## src/rtl/shot_pkg.sv

```systemverilog
// Shared constants, FSM state type and small slot-mask helpers for the shot pool.
package shot_pkg;
  localparam int NSLOTS      = 8;
  localparam int IDX_W       = $clog2(NSLOTS);
  localparam int CNT_W       = $clog2(NSLOTS + 1);
  localparam int SPAWN_Y_DEF = 424;
  localparam int KILL_Y_DEF  = -10;

  typedef enum logic [1:0] {
    S_IDLE,
    S_SPAWN,
    S_SCAN_RD,
    S_SCAN_WR
  } state_t;

  function automatic logic [IDX_W-1:0] lowest_free(input logic [NSLOTS-1:0] m);
    lowest_free = '0;
    for (int i = NSLOTS - 1; i >= 0; i--)
      if (!m[i]) lowest_free = IDX_W'(i);
  endfunction

  function automatic logic [CNT_W-1:0] popcount(input logic [NSLOTS-1:0] m);
    popcount = '0;
    for (int i = 0; i < NSLOTS; i++)
      popcount = popcount + CNT_W'(m[i]);
  endfunction
endpackage

```

## src/rtl/shot_tick_div.sv

```systemverilog
// Free-running movement tick divider: one-cycle tick every TICK_DIV clocks.
module shot_tick_div #(
  parameter int TICK_DIV = 60000
) (
  input  logic clk,
  input  logic reset,
  output logic tick
);
  localparam int CW = (TICK_DIV > 1) ? $clog2(TICK_DIV) : 1;

  logic [CW-1:0] cnt;

  assign tick = (cnt == CW'(TICK_DIV - 1));

  always_ff @(posedge clk) begin
    if (reset)     cnt <= '0;
    else if (tick) cnt <= '0;
    else           cnt <= cnt + 1'b1;
  end
endmodule

```

## src/rtl/shot_pool_controller.sv

```systemverilog
// Shot pool: spawns shots into 8 external slots and moves them one row per tick.
// Optional ammo limit and reload port are enabled by defining SHOT_AMMO_EN.
module shot_pool_controller
  import shot_pkg::*;
#(
  parameter int TICK_DIV = 60000,
  parameter int SPAWN_Y  = SPAWN_Y_DEF,
  parameter int KILL_Y   = KILL_Y_DEF,
  parameter int AMMO_MAX = 8
) (
  input  logic                    clk,
  input  logic                    reset,
  input  logic                    fire_req,
  input  logic [9:0]              pos_x,
  output logic                    fire_ack,
  output logic                    fire_drop,
  output logic [IDX_W-1:0]        slot_addr,
  output logic                    slot_we,
  output logic signed [9:0]       slot_y_wr,
  output logic [9:0]              slot_x_wr,
  input  logic signed [9:0]       slot_y_rd,
  output logic [NSLOTS-1:0]       valid_mask,
  output logic [CNT_W-1:0]        active_count,
  output logic                    busy
`ifdef SHOT_AMMO_EN
  ,
  input  logic                    reload,
  output logic [3:0]              ammo
`endif
);
  localparam logic signed [9:0] SPAWN_Y10 = 10'(SPAWN_Y);
  localparam logic signed [9:0] KILL_Y10  = 10'(KILL_Y);

  if (AMMO_MAX < 1 || AMMO_MAX > 15) begin : g_ammo_range
    $error("AMMO_MAX must fit the 4-bit ammo counter");
  end

  state_t           state, state_nx;
  logic [IDX_W-1:0] scan_idx;
  logic             tick, tick_pend;
  logic             spawn_ok, keep_y, start_scan;
  logic [IDX_W-1:0] free_idx;

  shot_tick_div #(.TICK_DIV(TICK_DIV)) u_tick (
    .clk  (clk),
    .reset(reset),
    .tick (tick)
  );

  assign free_idx     = lowest_free(valid_mask);
  assign keep_y       = (slot_y_rd >= KILL_Y10);
  assign start_scan   = (state == S_IDLE) && !fire_req && tick_pend;
  assign active_count = popcount(valid_mask);

`ifdef SHOT_AMMO_EN
  assign spawn_ok = !(&valid_mask) && (ammo != 4'd0);
`else
  assign spawn_ok = !(&valid_mask);
`endif

  always_ff @(posedge clk) begin
    if (reset) state <= S_IDLE;
    else       state <= state_nx;
  end

  always_comb begin
    state_nx = state;
    case (state)
      S_IDLE:    if (fire_req)       state_nx = S_SPAWN;
                 else if (tick_pend) state_nx = S_SCAN_RD;
      S_SPAWN:   state_nx = S_IDLE;
      S_SCAN_RD: state_nx = S_SCAN_WR;
      S_SCAN_WR: state_nx = (scan_idx == IDX_W'(NSLOTS - 1)) ? S_IDLE : S_SCAN_RD;
      default:   state_nx = S_IDLE;
    endcase
  end

  always_comb begin
    fire_ack  = 1'b0;
    fire_drop = 1'b0;
    slot_we   = 1'b0;
    slot_addr = '0;
    slot_y_wr = '0;
    slot_x_wr = '0;
    busy      = (state != S_IDLE);
    case (state)
      S_SPAWN: begin
        fire_ack  = 1'b1;
        fire_drop = !spawn_ok;
        slot_we   = spawn_ok;
        slot_addr = spawn_ok ? free_idx : '0;
        slot_y_wr = SPAWN_Y10;
        slot_x_wr = pos_x;
      end
      S_SCAN_RD: slot_addr = scan_idx;
      S_SCAN_WR: begin
        slot_addr = scan_idx;
        slot_we   = valid_mask[scan_idx] && keep_y;
        slot_y_wr = slot_y_rd - 10'sd1;
      end
      default: ;
    endcase
  end

  // A tick landing on the same cycle the pending flag is consumed starts a fresh pending tick.
  always_ff @(posedge clk) begin
    if (reset) begin
      tick_pend  <= 1'b0;
      scan_idx   <= '0;
      valid_mask <= '0;
    end else begin
      if (tick)            tick_pend <= 1'b1;
      else if (start_scan) tick_pend <= 1'b0;

      if (start_scan)                scan_idx <= '0;
      else if (state == S_SCAN_WR)   scan_idx <= scan_idx + 1'b1;

      if (state == S_SPAWN && spawn_ok)
        valid_mask[free_idx] <= 1'b1;
      else if (state == S_SCAN_WR && valid_mask[scan_idx] && !keep_y)
        valid_mask[scan_idx] <= 1'b0;
    end
  end

`ifdef SHOT_AMMO_EN
  always_ff @(posedge clk) begin
    if (reset || reload)                   ammo <= 4'(AMMO_MAX);
    else if (state == S_SPAWN && spawn_ok) ammo <= ammo - 4'd1;
  end
`endif
endmodule
```

## config.mk

```make
export PLATFORM = sky130hd
export DESIGN_NAME = shot_pool_controller
export DESIGN_NICKNAME = d
export VERILOG_FILES = /design/src/rtl/shot_pkg.sv /design/src/rtl/shot_tick_div.sv /design/src/rtl/shot_pool_controller.sv
export SDC_FILE = /design/constraint.sdc
export NUM_CORES = 1
export LEC_CHECK = 0
export ABC_AREA = 1
export BUFFER_PORTS_ARGS = -buffer_cell sky130_fd_sc_hd__buf_4
export CAP_MARGIN = 20
export CORE_ASPECT_RATIO = 1.4
export CORE_MARGIN = 8
export CORE_UTILIZATION = 53
export CTS_CLUSTER_DIAMETER = 50
export CTS_CLUSTER_SIZE = 25
export DETAILED_ROUTE_END_ITERATION = 7
export MAX_ROUTING_LAYER = met4
export PLACE_DENSITY = 0.81
export SYNTH_ARGS = -nofsm -noshare
export SYNTH_HDL_FRONTEND = slang
export SYNTH_SLANG_ARGS = --single-unit
export TNS_END_PERCENT = 5
```

## constraint.sdc

```tcl
create_clock -name clk -period 3.8 [get_ports clk]
set_input_delay 0.38 -clock clk [delete_from_list [all_inputs] [get_ports clk]]
set_output_delay 0.38 -clock clk [all_outputs]
set_load 0.005 [all_outputs]
```

; ---- Yosys cells after proc, flatten, opt, wreduce, memory -nomap -nowiden
; Index checks and enable logic that the tools add are counted.
[word_totals]
rom_bits = 0
mem_bits_rw = 0
latch_bits = 0
wordCells = 77
register_bits = 30
inputBits = 23
out_inout_bits = 39
n_memories = 0
[op_classes]
n_mul = 0
n_shift = 0
add_sub_neg = 10
bitwise = 3
reduce_logical = 19
div = 0
mux = 29
n_eq_ne = 6
n_lt_le_gt_ge = 5
[op_table]
columns = operator, n
row1 = 2-to-1 mux 3 bit, 9
row2 = case mux 10 bit (2 select lines), 1
row3 = adder 16 x 1 -> 16 bit (second input constant), 1
row4 = adder 4 x 1 -> 4 bit, 4
row5 = equality test 16 bit (second input constant), 1
row6 = 2-to-1 mux 8 bit, 2
row7 = greater-or-equal comparator 10 x 5 -> 1 bit (second input constant), 1
row8 = 2-to-1 mux 10 bit, 1
row9 = subtractor 10 x 2 -> 10 bit (second input constant), 1
row10 = AND 8 bit, 1
row11 = logical AND 1 bit, 8
row12 = < comparator 3 x 4 -> 1 bit (second input constant), 2
row13 = inverter 8 bit, 1
row14 = bitwise OR 8 bit, 1
row15 = case mux 2 bit (4 select lines), 1
row16 = AND reduction 8 bit, 1
row17 = 2-to-1 mux 1 bit, 7
row18 = demux 1 bit (select 3 bit), 2
row19 = greater-or-equal comparator 3 x 1 -> 1 bit (second input constant), 2
row20 = 2-to-1 mux 2 bit, 3
row21 = case mux 3 bit (2 select lines), 1
row22 = nonzero test 2 bit, 3
row23 = OR reduction 2 bit, 3
row24 = adder 3 x 1 -> 4 bit, 1
row25 = 11 further kinds, 14

; ---- Logic depth before layout (Yosys ltp)
; Gate-level depths: netlist (run 1).
[logic_depth]
depth_word = 14
ltp_mapped = 14
mapped_depth_nobuf = 12

; ---- Hierarchy
; Synthesis (run 1) repeated with hierarchy kept, for this count alone.
[unflattened]
hier_cells = 403
area_unflattened_um2 = 2483.6
[modules_own_cells]
columns = module, cells_per_inst, instances, area_each_um2, seq_area_each_um2
row1 = shot_pool_controller, 268, 1, 1594.0, 280.3
row2 = shot_tick_div, 135, 1, 889.6, 320.3

; ---- Least setup slack after synthesis (run 1)
; No wires, ideal clock.
[synth_timing]
path_type = register to output
startpoint = register valid_mask[0]
endpoint = output active_count[2]
path_stages_with_launch = 10
t_required_ns = 3.420
arrival_time_ns = 2.670
n_path_buf = 0
path_slack_ns = 0.750
path_cell_list = dfxtp_1 -> fa_1 -> inv_1 -> fa_1 -> fa_1 -> inv_1 -> ha_1 -> inv_1 -> fa_1 -> xnor2_1
[synth_between]
elab_chain_cells = 7
[synth_lines]
columns = element, line_no
row1 = start: declaration, shot_pool_controller.sv:22  ; output logic [NSLOTS-1:0] valid_mask,
row2 = start signal: assignment, shot_pool_controller.sv:110  ; valid_mask <= '0;
row3 = start signal: indexed assignment, shot_pool_controller.sv:119  ; valid_mask[free_idx] <= 1'b1;
row4 = start signal: indexed assignment, shot_pool_controller.sv:121  ; valid_mask[scan_idx] <= 1'b0;
row5 = adder 1 x 1 -> 2 bit, shot_pkg.sv:25  ; popcount = popcount + CNT_W'(m[i]);
row6 = adder 2 x 1 -> 3 bit, shot_pkg.sv:25
row7 = adder 3 x 1 -> 4 bit, shot_pkg.sv:25
row8 = adder 4 x 1 -> 4 bit (4 in a row), shot_pkg.sv:25
row9 = end: declaration, shot_pool_controller.sv:23  ; output logic [CNT_W-1:0] active_count,
; No other way between the ends.

; ---- Worst setup path after layout (run 1)
; Same ends and word-level chain as after synthesis.

==> impl.org, run 1 <==
** Outcome
- Outcome :: finished clean

** Clocking
- The clock reaches the later pin of the worst-skew pair after 0.28 ns.
- For this design, the CTS-stage hold fixing added 0 buffers.
- In this run the clock root is driven by a sky130_fd_sc_hd__clkbuf_8.
- The longest clock path from root to sink contains 2 buffers.
- Quantity of gates resized following cts :: 0
- Postcts setup bufs :: 0
- H-tree depth :: 2
- Clock-pin slew of the registers on the worst-case setup and hold paths :: 0.07 ns
- Clock tree synthesis found a total of 30 sinks.
- Number of buffers created by CTS :: 5
- TritonCTS clock tree :: done

** Synthesis
- Xor and xnor area share after synthesis :: 4.550%
- The cell area that synthesis handed to floorplanning was 2310 um^2.
- Counting distinct cell types in the post-synthesis netlist gives 33.
- Cell types with the largest area share after synthesis :: sky130_fd_sc_hd__dfxtp_1, sky130_fd_sc_hd__nand2_1, sky130_fd_sc_hd__inv_1
- Counting every net in the synthesized netlist gives 400.
- Yosys instantiated no cell more often than sky130_fd_sc_hd__nand2_1.
- After Yosys synthesis, full adders, half adders and majority gates account for 8.884% of the synthesized area.
- Yosys Warn Count :: 0
- Number of storage elements in the synthesis netlist :: 30
- Share of the synthesized area in compound gates (AO/OA/AOI/OAI) :: 8.776%
- The synthesized design contains 0 enable-type register cells.
- Synthesis produced a netlist whose cell count is 363.
- Most common library cells after synthesis :: sky130_fd_sc_hd__nand2_1, sky130_fd_sc_hd__inv_1, sky130_fd_sc_hd__nor2_1
- Summing the areas of all and, or, nand and nor instances in the mapped netlist gives 37.70% of the synthesized area.
- Summed over all instances, the cell type with the most area after synthesis is sky130_fd_sc_hd__dfxtp_1.
- By area, the combinational part of the netlist is dominated by simple AND/OR/NAND/NOR gates.
- After synthesis, flip-flops and latches occupy 26.00% of the total area.
- Post-synthesis mux area share :: 0%
- Share of the synthesized area in the top cell type :: 26.00%
- Async set or reset register ratio after synthesis :: 0%
- Most used flip-flop cell after synthesis :: sky130_fd_sc_hd__dfxtp_1
- In this run the mean area of a mapped cell was 6.363 um^2.

** Drt
- Vias per cell :: 5.115
- Number of design rule violations left after detail routing :: 0
- The highest metal layer carrying signal wires in the routed design is met4.
- Met1 Wirelength :: 2279 um
- Antenna violation net count after detailed routing :: 0
- Iter 0 DRT Violations :: 129
- The final layout contains routed wiring with a total length of 5950 um.
- In the detailed route, the total length drawn on met2 is 3009 um.
- After detailed routing, the met3 layer carries 431 um of wire.
- Average routed wire per standard cell :: 12.66 um
- Via count :: 2,404
- For this run, the detailed router's first-pass iteration total came to 4.

** Pwr
- The clock network accounts for 38.0% of the total power.
- In this run switching power makes up 25.55% of total power.
- Per report_power, the sequential group accounts for 47.1% of the total.
- The internal portion of the total power is 514.3 uW.
- Combinational logic burns 14.9% of the power.
- Dividing total power by cell area gives a power density of 240.7 nW/um^2.
- Summed over all nets, the switching power comes to 176.5 uW.
- Lkg Pwr :: 0.001386 uW
- Maximum vdd ir drop :: 0.0003390 V

** Global routing
- The initial antenna violation count was 0.
- Number of global-route vias before repair :: 2,338
- Entering global routing, the biggest net connects 16 pins.
- First-pass GRT wire length :: 10,190 um
- Across every metal layer, demand over resource in global routing totals 18.94%.
- Overflow left after global routing :: 0

** Run
- Max-cap violations in this run came to 0.

** STA
- Headroom to the max-slew limit came out at 70.72%.
- The final-report max-slew violation count came to 0.
- The final critical path takes up 94.33% of the cycle.
- Shortest period the worst path allows :: 3.584 ns
- Final number of hold-violating endpoints :: 0
- Clock Skew :: 0.007957 ns
- Hold is met by 0.2959 ns.
- At the pin with the least slew margin, the transition time is 0.4386 ns.
- For this run, the top clock speed supported by timing is 0.2790 GHz.
- Setup repair after global routing left no endpoint under its margin.
- Total negative slack for setup checks :: 0 ns
- Final setup violation count :: 0

** Finish
- At the end of the flow, the number of nets in the layout was 461.
- Synth-to-Final Area Change :: 24.27%
- # fillers :: 383
- The repair_antennas step left the layout with diodes totalling 0.
- At the end of the flow the core is filled with cells to 68.27%.
- The post-route netlist has 21.41% of its cells at a drive strength greater than 1.

** Worst hold path
- The startpoint identified for the worst hold timing path is reset.
- The worst hold path belongs to the class in -> reg.

** Critical path
- Critical Path, Cell by Cell :: fa_1 -> inv_1 -> fa_1 -> fa_1 -> inv_1 -> ha_1 -> inv_1 -> fa_1 -> xnor2_1 -> buf_4
- Together, buffers and inverters on the worst path number 4.
- The most critical setup path has its startpoint at valid_mask[0]$_SDFFE_PP0P_.
- Largest stage delay on the critical path :: 0.55 ns
- The worst setup path is launched from a flip-flop.
- Grouping stages by cell kind, the critical path spends the most delay in adder cells.
- By startpoint and endpoint, the worst setup path is classified as reg -> out.
- Required time at the worst-slack endpoint :: 3.42 ns
- STA puts the critical path data arrival time at 3.20 ns.
- In this run the critical register-to-register path is launched from scan_idx[0]$_SDFFE_PP0P_.
- In this run the worst path has a maximum fanout of 7.
- On the critical path, the stage with the largest delay is an instance of sky130_fd_sc_hd__fa_1.
- The worst setup path is captured at a primary output.
- Among the stages of the critical path, the cell type that occurs most often is sky130_fd_sc_hd__fa_1.

** Place
- After legalization and detailed placement, the total HPWL measured 4866 um.
- During placement, the flow inserted port buffers numbering 61.
- Final weighted congestion in routability-driven placement :: 0.9341

** Die
- Ports placed on the boundary :: 62
- Overall die area :: 6756 um^2
- Horiz. Die Dim :: 71.79 um
- Once the floorplan was initialized, standard cells occupied 54.94% of the core.
- Die height :: 94.11 um
- Core region area :: 4204 um^2
- The initialized floorplan defines 28 standard-cell rows.
## layout make-up
cell class | count | area (um^2) | share of cell area (%)
Clock buffer | 7 | 86.33 | 3.008
Clock inverter | 1 | 5.005 | 0.1744
Inverter | 74 | 280.3 | 9.765
Multi-Input combinational cell | 252 | 1384 | 48.21
Sequential cell | 30 | 600.6 | 20.92
Tap cell | 45 | 56.30 | 1.962
Timing Repair Buffer | 61 | 457.9 | 15.95
## registers in the layout, indices dropped and copies added (netlist names)
register,count
scan_idx,3
state,2
tick_pend,1
u_tick.cnt,16
valid_mask,8
## cells in the final DEF (no fill, tap or decap), types with 3 or more instances in the layout
cell	synthesis	layout
sky130_fd_sc_hd__a21oi_1	17	17
sky130_fd_sc_hd__buf_4	0	61
sky130_fd_sc_hd__clkbuf_8	0	6
sky130_fd_sc_hd__dfxtp_1	30	30
sky130_fd_sc_hd__fa_1	4	4
sky130_fd_sc_hd__ha_1	10	10
sky130_fd_sc_hd__inv_1	69	69
sky130_fd_sc_hd__inv_2	4	4
sky130_fd_sc_hd__nand2_1	79	79
sky130_fd_sc_hd__nand2_4	3	3
sky130_fd_sc_hd__nand3_1	24	24
sky130_fd_sc_hd__nand4_1	9	9
sky130_fd_sc_hd__nor2_1	46	46
sky130_fd_sc_hd__nor2_2	6	6
sky130_fd_sc_hd__nor3_1	11	11
sky130_fd_sc_hd__o21ai_0	12	12
sky130_fd_sc_hd__o21ai_1	3	3
sky130_fd_sc_hd__o22ai_1	3	3
sky130_fd_sc_hd__xnor2_1	6	6
sky130_fd_sc_hd__xor2_1	6	6
## logic make-up (layout without fill, tap and decap cells)
kind of cell / count (synthesis) / count (layout)
AO/OA/AOI/OAI: 37 / 37
XOR/XNOR: 12 / 12
adder cells (fa/ha/maj): 14 / 14
buffers and inverters: 81 / 143
flip-flops: 30 / 30
AND/OR/NAND/NOR: 189 / 189
## power by group through the flow
stage          clock, uW  sequential [uW]  combinational [uW]
2_1_floorplan          0              331                53.7
3_3_place_gp           0              332                 102
3_5_place_dp           0              332                 103
4_1_cts              269              325                 104
5_1_grt              279              326                 116
6_report             263              325                 103
## layer usage
layer | vias up | global-route usage (%)
met5 | - | -
met2 | 75 | 34.83
met4 | 0 | 9.231
li1 | 1248 | -
met3 | 19 | 5.662
met1 | 1062 | 17.22
## final timing paths
| check | to | slack [ns] | cells past startpoint |
|---|---|---|---|
| worst max-delay path | active_count[2] | 0.22 | 10 |
| worst min-delay path | valid_mask[0]$_SDFFE_PP0P_ | 0.30 | 2 |
| worst max register to register | valid_mask[6]$_SDFFE_PP0P_ | 2.11 | 12 |
| worst min register to register | u_tick.cnt[0]$_SDFF_PP0_ | 0.45 | 1 |
## stage by stage
| stage | instance area (um^2) | setup WS [ns] | power [uW] | std cells |
|---|---|---|---|---|
| global route | 2870 | 0.05876 | 720.5 | 470 |
| finish | 2870 | 0.2156 | 690.7 | 470 |
| CTS | 2870 | 0.1940 | 697.5 | 470 |
| global placement | 2779 | 0.5710 | 433.3 | 462 |
| detailed placement | 2779 | 0.5275 | 435.7 | 462 |
| floorplan | 2310 | 0.7500 | 384.9 | 363 |
Note: power is estimated with default switching activity, not from simulation.
==> run 2: changes to the inputs <==
--- a/config.mk
+++ b/config.mk
@@ -5,12 +5,11 @@
 export SDC_FILE = /design/constraint.sdc
 export NUM_CORES = 1
 export LEC_CHECK = 0
-export ABC_AREA = 1
 export BUFFER_PORTS_ARGS = -buffer_cell sky130_fd_sc_hd__buf_4
 export CAP_MARGIN = 20
 export CORE_ASPECT_RATIO = 1.4
 export CORE_MARGIN = 8
-export CORE_UTILIZATION = 53
+export CORE_UTILIZATION = 51
 export CTS_CLUSTER_DIAMETER = 50
 export CTS_CLUSTER_SIZE = 25
 export DETAILED_ROUTE_END_ITERATION = 7
==> impl.org, run 2 <==
** Outcome
- Outcome: finished clean (unchanged).

** Drt
- The first-pass iteration count of the detailed router is 4 (unchanged).
- Via count :: 1,906 (was 2,404)
- The mean number of vias per cell is 5.430 (was 5.115).
- Routed WL :: 5073 um (was 5950 um)
- Average routed wire per standard cell :: 14.45 um (was 12.66 um)
- Iter 0 DRT Violations :: 87 (was 129)
- The post-detailed-route DRC marker count came to 0 (unchanged).
- Antenna violation net count after detailed routing :: 0 (unchanged)

** Die
- Row Count :: 27 (was 28)
- The core outline area was 3851 um^2 (was 4204 um^2).
- The width of the die was 69 um (was 71.79 um).
- Die height :: 90.20 um (was 94.11 um)
- Ports placed on the boundary :: 62 (unchanged)
- Initial Utilization :: 52.08% (was 54.94%)
- The full die area came to 6224 um^2 (was 6756 um^2).

** Place
- The post-DP HPWL came to 4015 um (was 4866 um).
- The number of I/O port buffers was 61 (unchanged).
- The placement-stage cell area came to 2485 um^2 (was 2779 um^2).
- The final estimated routing congestion in global placement was 0.8643 (was 0.9341).
- The post-place setup slack is 0.5153 ns (was 0.5275 ns).

** Global routing
- Largest net degree at the start of global routing :: 17 (was 16)
- First-pass GRT wire length :: 8487 um (was 10,190 um)
- The remaining global-route overflow came to 0 (unchanged).
- The initial antenna violation count came to 0 (unchanged).
- Total Routing Usage GR :: 16.54% (was 18.94%)
- Number of global-route vias before repair :: 1,842 (was 2,338)

** STA
- Max-slew violation total from the final report :: 0 (unchanged)
- The worst setup skew after layout was 0.008748 ns (was 0.007957 ns).
- The relative max-transition margin was 59.30% (was 70.72%).
- Final number of hold-violating endpoints :: 0 (unchanged)
- The top achievable clock speed came to 0.2786 GHz (was 0.2790 GHz).
- The worst hold-check slack came to 0.3819 ns (was 0.2959 ns).
- Final period utilization :: 94.46% (was 94.33%)
- The setup TNS was 0 ns (unchanged).
- Worst setup margin :: 0.2106 ns (was 0.2156 ns)
- The count of final setup violators came to 0 (unchanged).
- Tightest Pin Transition :: 0.6049 ns (was 0.4386 ns)
- Unrepaired setup endpoints after global routing: no (unchanged).
- Shortest period the worst path allows :: 3.589 ns (was 3.584 ns)

** Synthesis
- Yosys Warn Count :: 0 (unchanged)
- Async set or reset register ratio after synthesis :: 0% (unchanged)
- Cell Area, Synth :: 2006 um^2 (was 2310 um^2)
- The synthesized area per cell came to 8.153 um^2 (was 6.363 um^2).
- The post-synthesis sequential area ratio came to 29.94% (was 26.00%).
- Most used flip-flop cell after synthesis :: sky130_fd_sc_hd__dfxtp_1 (unchanged)
- Number of storage elements in the synthesis netlist :: 30 (unchanged)
- Largest area contributor in the synthesized netlist :: sky130_fd_sc_hd__dfxtp_1 (unchanged)
- Share of the synthesized area in the top cell type :: 29.94% (was 26.00%)
- The gate count of the mapped netlist came to 246 (was 363).
- Unique masters post-synth :: 52 (was 33)
- Synthesized net count :: 283 (was 400)
- Cell types with the largest area share after synthesis :: sky130_fd_sc_hd__dfxtp_1, sky130_fd_sc_hd__nor2_1, sky130_fd_sc_hd__ha_1 (was sky130_fd_sc_hd__dfxtp_1, sky130_fd_sc_hd__nand2_1, sky130_fd_sc_hd__inv_1)
- Library cell with the highest instance count after synthesis :: sky130_fd_sc_hd__nor2_1 (was sky130_fd_sc_hd__nand2_1)
- Number of flops mapped to enable cells by yosys :: 0 (unchanged)
- Most common library cells after synthesis :: sky130_fd_sc_hd__nor2_1, sky130_fd_sc_hd__dfxtp_1, sky130_fd_sc_hd__inv_1 (was sky130_fd_sc_hd__nand2_1, sky130_fd_sc_hd__inv_1, sky130_fd_sc_hd__nor2_1)

** Clocking
- The clock latency at the later pin of the worst-skew pair was 0.29 ns (was 0.28 ns).
- Clock net sink count :: 30 (unchanged)
- Clock-pin slew of the registers on the worst-case setup and hold paths :: 0.07 ns (about the same)
- H-tree depth :: 2 (unchanged)
- The number of post-CTS setup repair buffers is 0 (unchanged).
- Quantity of gates resized following cts :: 0 (unchanged)
- Maximum buffer depth of the clock tree :: 2 (unchanged)
- The cell at the root of the clock tree is sky130_fd_sc_hd__clkbuf_8 (unchanged).
- The number of buffers created by CTS is 5 (unchanged).
- TritonCTS clock tree :: done (unchanged)
- The hold-fix buffer count after cts is 0 (unchanged).

** Finish
- The layout overhead on the synthesized area came to 28.63% (was 24.27%).
- Diode insertion count for antenna repair :: 0 (unchanged)
- The net total in the final layout is 344 (was 461).
- The number of flip-flops under the largest register name is 16 (unchanged).
- Largest reg by FF count :: u_tick.cnt (unchanged)
- Highest-count cells in the layout ignoring fill and taps: sky130_fd_sc_hd__buf_4, sky130_fd_sc_hd__nor2_1, sky130_fd_sc_hd__dfxtp_1, sky130_fd_sc_hd__inv_1, sky130_fd_sc_hd__nand2_1 (was sky130_fd_sc_hd__nand2_1, sky130_fd_sc_hd__inv_1, sky130_fd_sc_hd__buf_4, sky130_fd_sc_hd__nor2_1, sky130_fd_sc_hd__dfxtp_1).
- Biggest registers after layout :: u_tick.cnt x16, valid_mask x8, scan_idx x3 (unchanged)
- The post-route standard cell area excluding fillers came to 2580 um^2 (was 2870 um^2).
- Most common cell after layout, fill and taps aside :: sky130_fd_sc_hd__buf_4 (was sky130_fd_sc_hd__nand2_1)
- The share of final-layout standard cells stronger than drive strength 1 came to 26.30% (was 21.41%).

** Pwr
- The power density over the cells was 274.4 nW/um^2 (was 240.7 nW/um^2).
- The post-route total power is 707.9 uW (was 690.7 uW).
- The net switching power figure came to 184.7 uW (was 176.5 uW).
- Switching share of total power :: 26.09% (was 25.55%)
- Internal power summed over all cells :: 523.3 uW (was 514.3 uW)
- Gate power share :: 15.2% (was 14.9%)
- Clock Power Share :: 38.4% (was 38.0%)
- The total leakage power is 0.001113 uW (was 0.001386 uW).
- The worst IR drop on VDD came to 0.0002963 V (was 0.0003390 V).
- Register share of total power :: 46.4% (was 47.1%)

** Run
- The max-capacitance violation count is 0 (unchanged).

** Critical path
- Critical path class :: reg -> out (unchanged)
- Required time at the worst-slack endpoint :: 3.42 ns (about the same)
- The worst endpoint data arrival time is 3.21 ns (was 3.20 ns).
- The largest driver fanout on the critical path was 8 (was 7).
- Crit start category :: flip-flop (unchanged)
- The capturing element type of the critical path is a primary output (unchanged).

** Worst hold path
- Worst min-delay path class :: in -> reg (unchanged)
==> run 2: cell types whose count changed after synthesis, moves of 9 or more <==
cell | previous run | this run
sky130_fd_sc_hd__and2_1 | 0 | 10
sky130_fd_sc_hd__inv_1 | 69 | 20
sky130_fd_sc_hd__nand3_1 | 24 | 11
sky130_fd_sc_hd__nand2_1 | 79 | 15
sky130_fd_sc_hd__nor2_1 | 46 | 37
sky130_fd_sc_hd__o21ai_0 | 12 | 1
==> run 2: cell type report <==
class,count,area [um^2]
fillers,344,1271
clock inverters,2,12.51
repair buffers,62,465.4
flip-flops and latches,30,600.6
clock buffers,6,82.58
well taps,43,53.80
inverters,21,78.83
multi-input cells,187,1286
==> run 2: power groups by stage <==
stage | logic, uW | clock network, uW | registers, uW
4_1_cts | 108 | 280 | 328
6_report | 108 | 272 | 329
3_3_place_gp | 106 | 0 | 335
2_1_floorplan | 53.7 | 0 | 334
5_1_grt | 120 | 293 | 329
3_5_place_dp | 108 | 0 | 335
==> run 2: worst max-delay path, cell delays in order, from the launching register on <==
cell,delay [ns]
sky130_fd_sc_hd__dfxtp_1,0.40
sky130_fd_sc_hd__fa_1,0.57
sky130_fd_sc_hd__inv_1,0.05
sky130_fd_sc_hd__fa_1,0.49
sky130_fd_sc_hd__fa_1,0.41
sky130_fd_sc_hd__inv_1,0.07
sky130_fd_sc_hd__ha_1,0.16
sky130_fd_sc_hd__inv_1,0.06
sky130_fd_sc_hd__fa_1,0.43
sky130_fd_sc_hd__xnor2_1,0.15
sky130_fd_sc_hd__buf_4,0.13
==> run 2: worst paths after layout <==
path                              startpoint                          to  slack [ns]  depth (start not counted)
hold / removal                         reset  valid_mask[5]$_SDFFE_PP0P_        0.38                          2
hold reg to reg     u_tick.cnt[0]$_SDFF_PP0_    u_tick.cnt[0]$_SDFF_PP0_        0.45                          1
setup reg to reg       state[1]$_SDFFE_PP0P_  valid_mask[7]$_SDFFE_PP0P_        1.80                          6
setup / recovery  valid_mask[0]$_SDFFE_PP0P_             active_count[2]        0.21                         10
==> run 2: logic make-up after synthesis <==
logic type	after synthesis	synth area share (%)
xor+xnor	24	10.48
mux	3	1.747
flops	30	29.94
compound gates	40	14.85
buf+inv	29	5.926
simple gates	106	26.82
fa+ha+maj	14	10.23
==> run 2: metrics by stage <==
stage	cells	util, %
floorplan	246	-
global placement	343	64.52
detailed placement	343	64.52
CTS	351	66.99
global route	351	66.99
finish	351	66.99
==> run 2: per-layer routing <==
metal	part of all wire [%]	routed length (um)	global-route usage, %
met5	0	0	-
met4	2.5	126	8.405
met3	6.3	322	5.281
met2	51	2595	28.45
met1	40	2028	16.23
==> run 3: changes to the inputs <==
==> constraint.sdc (replaced) <==
create_clock -name clk -period 3.8 [get_ports clk]
set_input_delay 0.76 -clock clk [delete_from_list [all_inputs] [get_ports clk]]
set_output_delay 0.76 -clock clk [all_outputs]
set_load 0.005 [all_outputs]
==> impl.org, run 3 (synthesis results as in run 2) <==
** Critical path
- The endpoint of the worst-slack reg-to-reg timing path is valid_mask[0]$_SDFFE_PP0P_ (was valid_mask[7]$_SDFFE_PP0P_).
- The launch point of the critical path is valid_mask[0]$_SDFFE_PP0P_ (unchanged).
- The capturing element type of the critical path was a primary output (unchanged).
- Critical path class :: reg -> out (unchanged)
- The largest driver fanout on the critical path was 2 (was 8).
- Length in cells of the worst reg-to-reg path :: 5 (was 6)
- Required time at the worst-slack endpoint :: 3.04 ns (was 3.42 ns)
- The origin of the critical flop-to-flop path was scan_idx[0]$_SDFFE_PP0P_ (was state[1]$_SDFFE_PP0P_).
- Critical path endpoint :: active_count[2] (unchanged)
- The worst endpoint data arrival time was 3.06 ns (was 3.21 ns).
- Crit start category :: flip-flop (unchanged)
- Register-to-register path setup slack :: 1.86 ns (was 1.80 ns)

** Finish
- Diode insertion count for antenna repair :: 0 (unchanged)
- The net total in the final layout was 346 (was 344).
- Highest-count cells in the layout ignoring fill and taps: sky130_fd_sc_hd__buf_4, sky130_fd_sc_hd__nor2_1, sky130_fd_sc_hd__dfxtp_1, sky130_fd_sc_hd__inv_1, sky130_fd_sc_hd__nand2_1 (unchanged).
- The post-route standard cell area excluding fillers came to 2615 um^2 (was 2580 um^2).
- Share of cells above drive strength 1 :: 28.39% (was 26.30%)
- Biggest registers after layout :: u_tick.cnt x16, valid_mask x8, scan_idx x3 (unchanged)
- Synth-to-Final Area Change :: 30.38% (was 28.63%)
- The number of flip-flops under the largest register name came to 16 (unchanged).
- The largest register by flop count was u_tick.cnt (unchanged).
- Most common cell after layout, fill and taps aside :: sky130_fd_sc_hd__buf_4 (unchanged)

** Clocking
- The cell at the root of the clock tree is sky130_fd_sc_hd__clkbuf_8 (unchanged).
- Clock net sink count :: 30 (unchanged)
- The CTS H-tree depth was 2 (unchanged).
- The TritonCTS clock tree is done (unchanged).
- Clock-pin slew of the registers on the worst-case setup and hold paths :: 0.06 ns (was 0.07 ns)
- Clock insertion delay at the later pin of the skew report :: 0.28 ns (was 0.29 ns)
- Maximum buffer depth of the clock tree :: 2 (unchanged)
- The number of post-CTS setup repair buffers came to 0 (unchanged).
- Number of buffers created by CTS :: 5 (unchanged)

** Place
- Half-perimeter wire length after placement :: 4067 um (was 4015 um)
- The final estimated routing congestion in global placement is 0.8710 (was 0.8643).
- The number of I/O port buffers was 61 (unchanged).
- Total cell area at the placement stage :: 2500 um^2 (was 2485 um^2)

** Die
- The core outline area is 3851 um^2 (unchanged).
- Initial Utilization :: 52.08% (unchanged)
- Ports placed on the boundary :: 62 (unchanged)
- Horiz. Die Dim :: 69 um (unchanged)
- The cell row count was 27 (unchanged).
- The die outline height is 90.20 um (unchanged).
- Overall die area :: 6224 um^2 (unchanged)

** STA
- Unrepaired setup endpoints after global routing :: yes (was no)
- The worst hold-check slack was 0.4627 ns (was 0.3819 ns).
- The worst setup skew after layout was 0.007876 ns (was 0.008748 ns).
- Shortest period the worst path allows :: 3.815 ns (was 3.589 ns)
- The count of final setup violators came to 1 (was 0).
- The final-report max-slew violation count was 0 (unchanged).
- Worst setup margin :: -0.01536 ns (was 0.2106 ns)
- Tightest Pin Transition :: 0.5733 ns (was 0.6049 ns)
- The final critical-path share of the clock period is 100.4% (was 94.46%).
- Worst slew margin relative to its limit :: 61.43% (was 59.30%)
- Total negative slack for setup checks :: -0.01536 ns (was 0 ns)
- The total count of hold-check failures in the final report was 0 (unchanged).
- Maximum operating frequency :: 0.2621 GHz (was 0.2786 GHz)

** Global routing
- First-pass GRT wire length :: 8528 um (was 8487 um)
- The total routing usage reported by global routing is 16.60% (was 16.54%).
- The remaining global-route overflow was 0 (unchanged).
- The initial antenna violation count is 0 (unchanged).
- The number of global-route vias before repair was 1,895 (was 1,842).
- The maximum number of pins on one net before global-route repair came to 17 (unchanged).

** Outcome
- The checks that failed: negative setup slack.
- Outcome :: finished with violations (was finished clean)

** Drt
- The mean number of vias per cell was 5.470 (was 5.430).
- Antenna violation net count after detailed routing :: 0 (unchanged)
- The post-detailed-route DRC marker count is 0 (unchanged).
- The average wire per standard cell came to 14.58 um (was 14.45 um).
- Via count :: 1,931 (was 1,906)
- The first-pass iteration count of the detailed router came to 5 (was 4).
- The initial detailed-routing violation count was 97 (was 87).
- Routed WL :: 5146 um (was 5073 um)

** Pwr
- The power density over the cells is 268.9 nW/um^2 (was 274.4 nW/um^2).
- Lkg Pwr :: 0.001132 uW (was 0.001113 uW)
- Maximum vdd ir drop :: 0.0003901 V (was 0.0002963 V)

** Worst hold path
- Worst min-delay path class :: reg -> reg (was in -> reg)

** Run
- The max-capacitance violation count was 0 (unchanged).
-- run 3: power by group --
| group | leakage, uW | switching (uW) | internal, uW |
|---|---|---|---|
| combinational | 0.000840 | 54.0 | 59.5 |
| clock | 0.0000482 | 116 | 146 |
| sequential | 0.000243 | 6.98 | 321 |
-- run 3: worst max-delay path: stages, from the launching register on --
cell                      delay [ns]
sky130_fd_sc_hd__dfxtp_2        0.33
sky130_fd_sc_hd__fa_1           0.53
sky130_fd_sc_hd__inv_1          0.05
sky130_fd_sc_hd__fa_1           0.49
sky130_fd_sc_hd__fa_1           0.43
sky130_fd_sc_hd__inv_2          0.08
sky130_fd_sc_hd__ha_4           0.13
sky130_fd_sc_hd__inv_2          0.04
sky130_fd_sc_hd__fa_2           0.38
sky130_fd_sc_hd__xnor2_2        0.18
sky130_fd_sc_hd__buf_4          0.14
-- run 3: final cells by class --
| cell class | instances | area [um^2] |
|---|---|---|
| repair buffers | 64 | 480.5 |
| clock inverters | 1 | 5.005 |
| well taps | 43 | 53.80 |
| fillers | 330 | 1236 |
| inverters | 21 | 78.83 |
| flip-flops and latches | 30 | 601.8 |
| multi-input cells | 187 | 1309 |
| clock buffers | 7 | 86.33 |
-- run 3: per-layer routing --
metal  vias to the layer above  global-route usage, %  part of all wire [%]
met5                         -                      -                     0
met4                         0                  8.576                   2.9
met3                        13                  5.171                   7.4
met2                        69                  28.06                    50
met1                       880                  16.73                    39
li1                        969                      -                     -
-- run 3: timing repair --
item,CTS,global route
resized for setup,3,4
pin swaps,2,0
hold buffers,0,0
setup endpoints to repair,2,2
-- run 3: worst min-delay path by stage --
stage          cells after the start                      from                  endpoint  slack (ns)
6_report                           1  u_tick.cnt[0]$_SDFF_PP0_  u_tick.cnt[0]$_SDFF_PP0_        0.46
5_1_grt                            1  u_tick.cnt[0]$_SDFF_PP0_  u_tick.cnt[0]$_SDFF_PP0_        0.48
4_1_cts                            1  u_tick.cnt[0]$_SDFF_PP0_  u_tick.cnt[0]$_SDFF_PP0_        0.46
3_5_place_dp                       1  u_tick.cnt[0]$_SDFF_PP0_  u_tick.cnt[0]$_SDFF_PP0_        0.45
3_3_place_gp                       1  u_tick.cnt[0]$_SDFF_PP0_  u_tick.cnt[0]$_SDFF_PP0_        0.43
2_1_floorplan                      1  u_tick.cnt[0]$_SDFF_PP0_  u_tick.cnt[0]$_SDFF_PP0_        0.42
-- run 3: per-stage QoR --
stage / setup slack [ns] / util [%] / cells / total power [uW]
5_1_grt: -0.1211 / 67.90 / 353 / 741.9
4_1_cts: -0.05069 / 67.58 / 353 / 711.6
6_report: -0.01536 / 67.90 / 353 / 703.1
3_5_place_dp: 0.1484 / 64.91 / 345 / 446.2
3_3_place_gp: 0.3217 / 64.91 / 345 / 442.4
2_1_floorplan: 0.3600 / - / 246 / 387.6
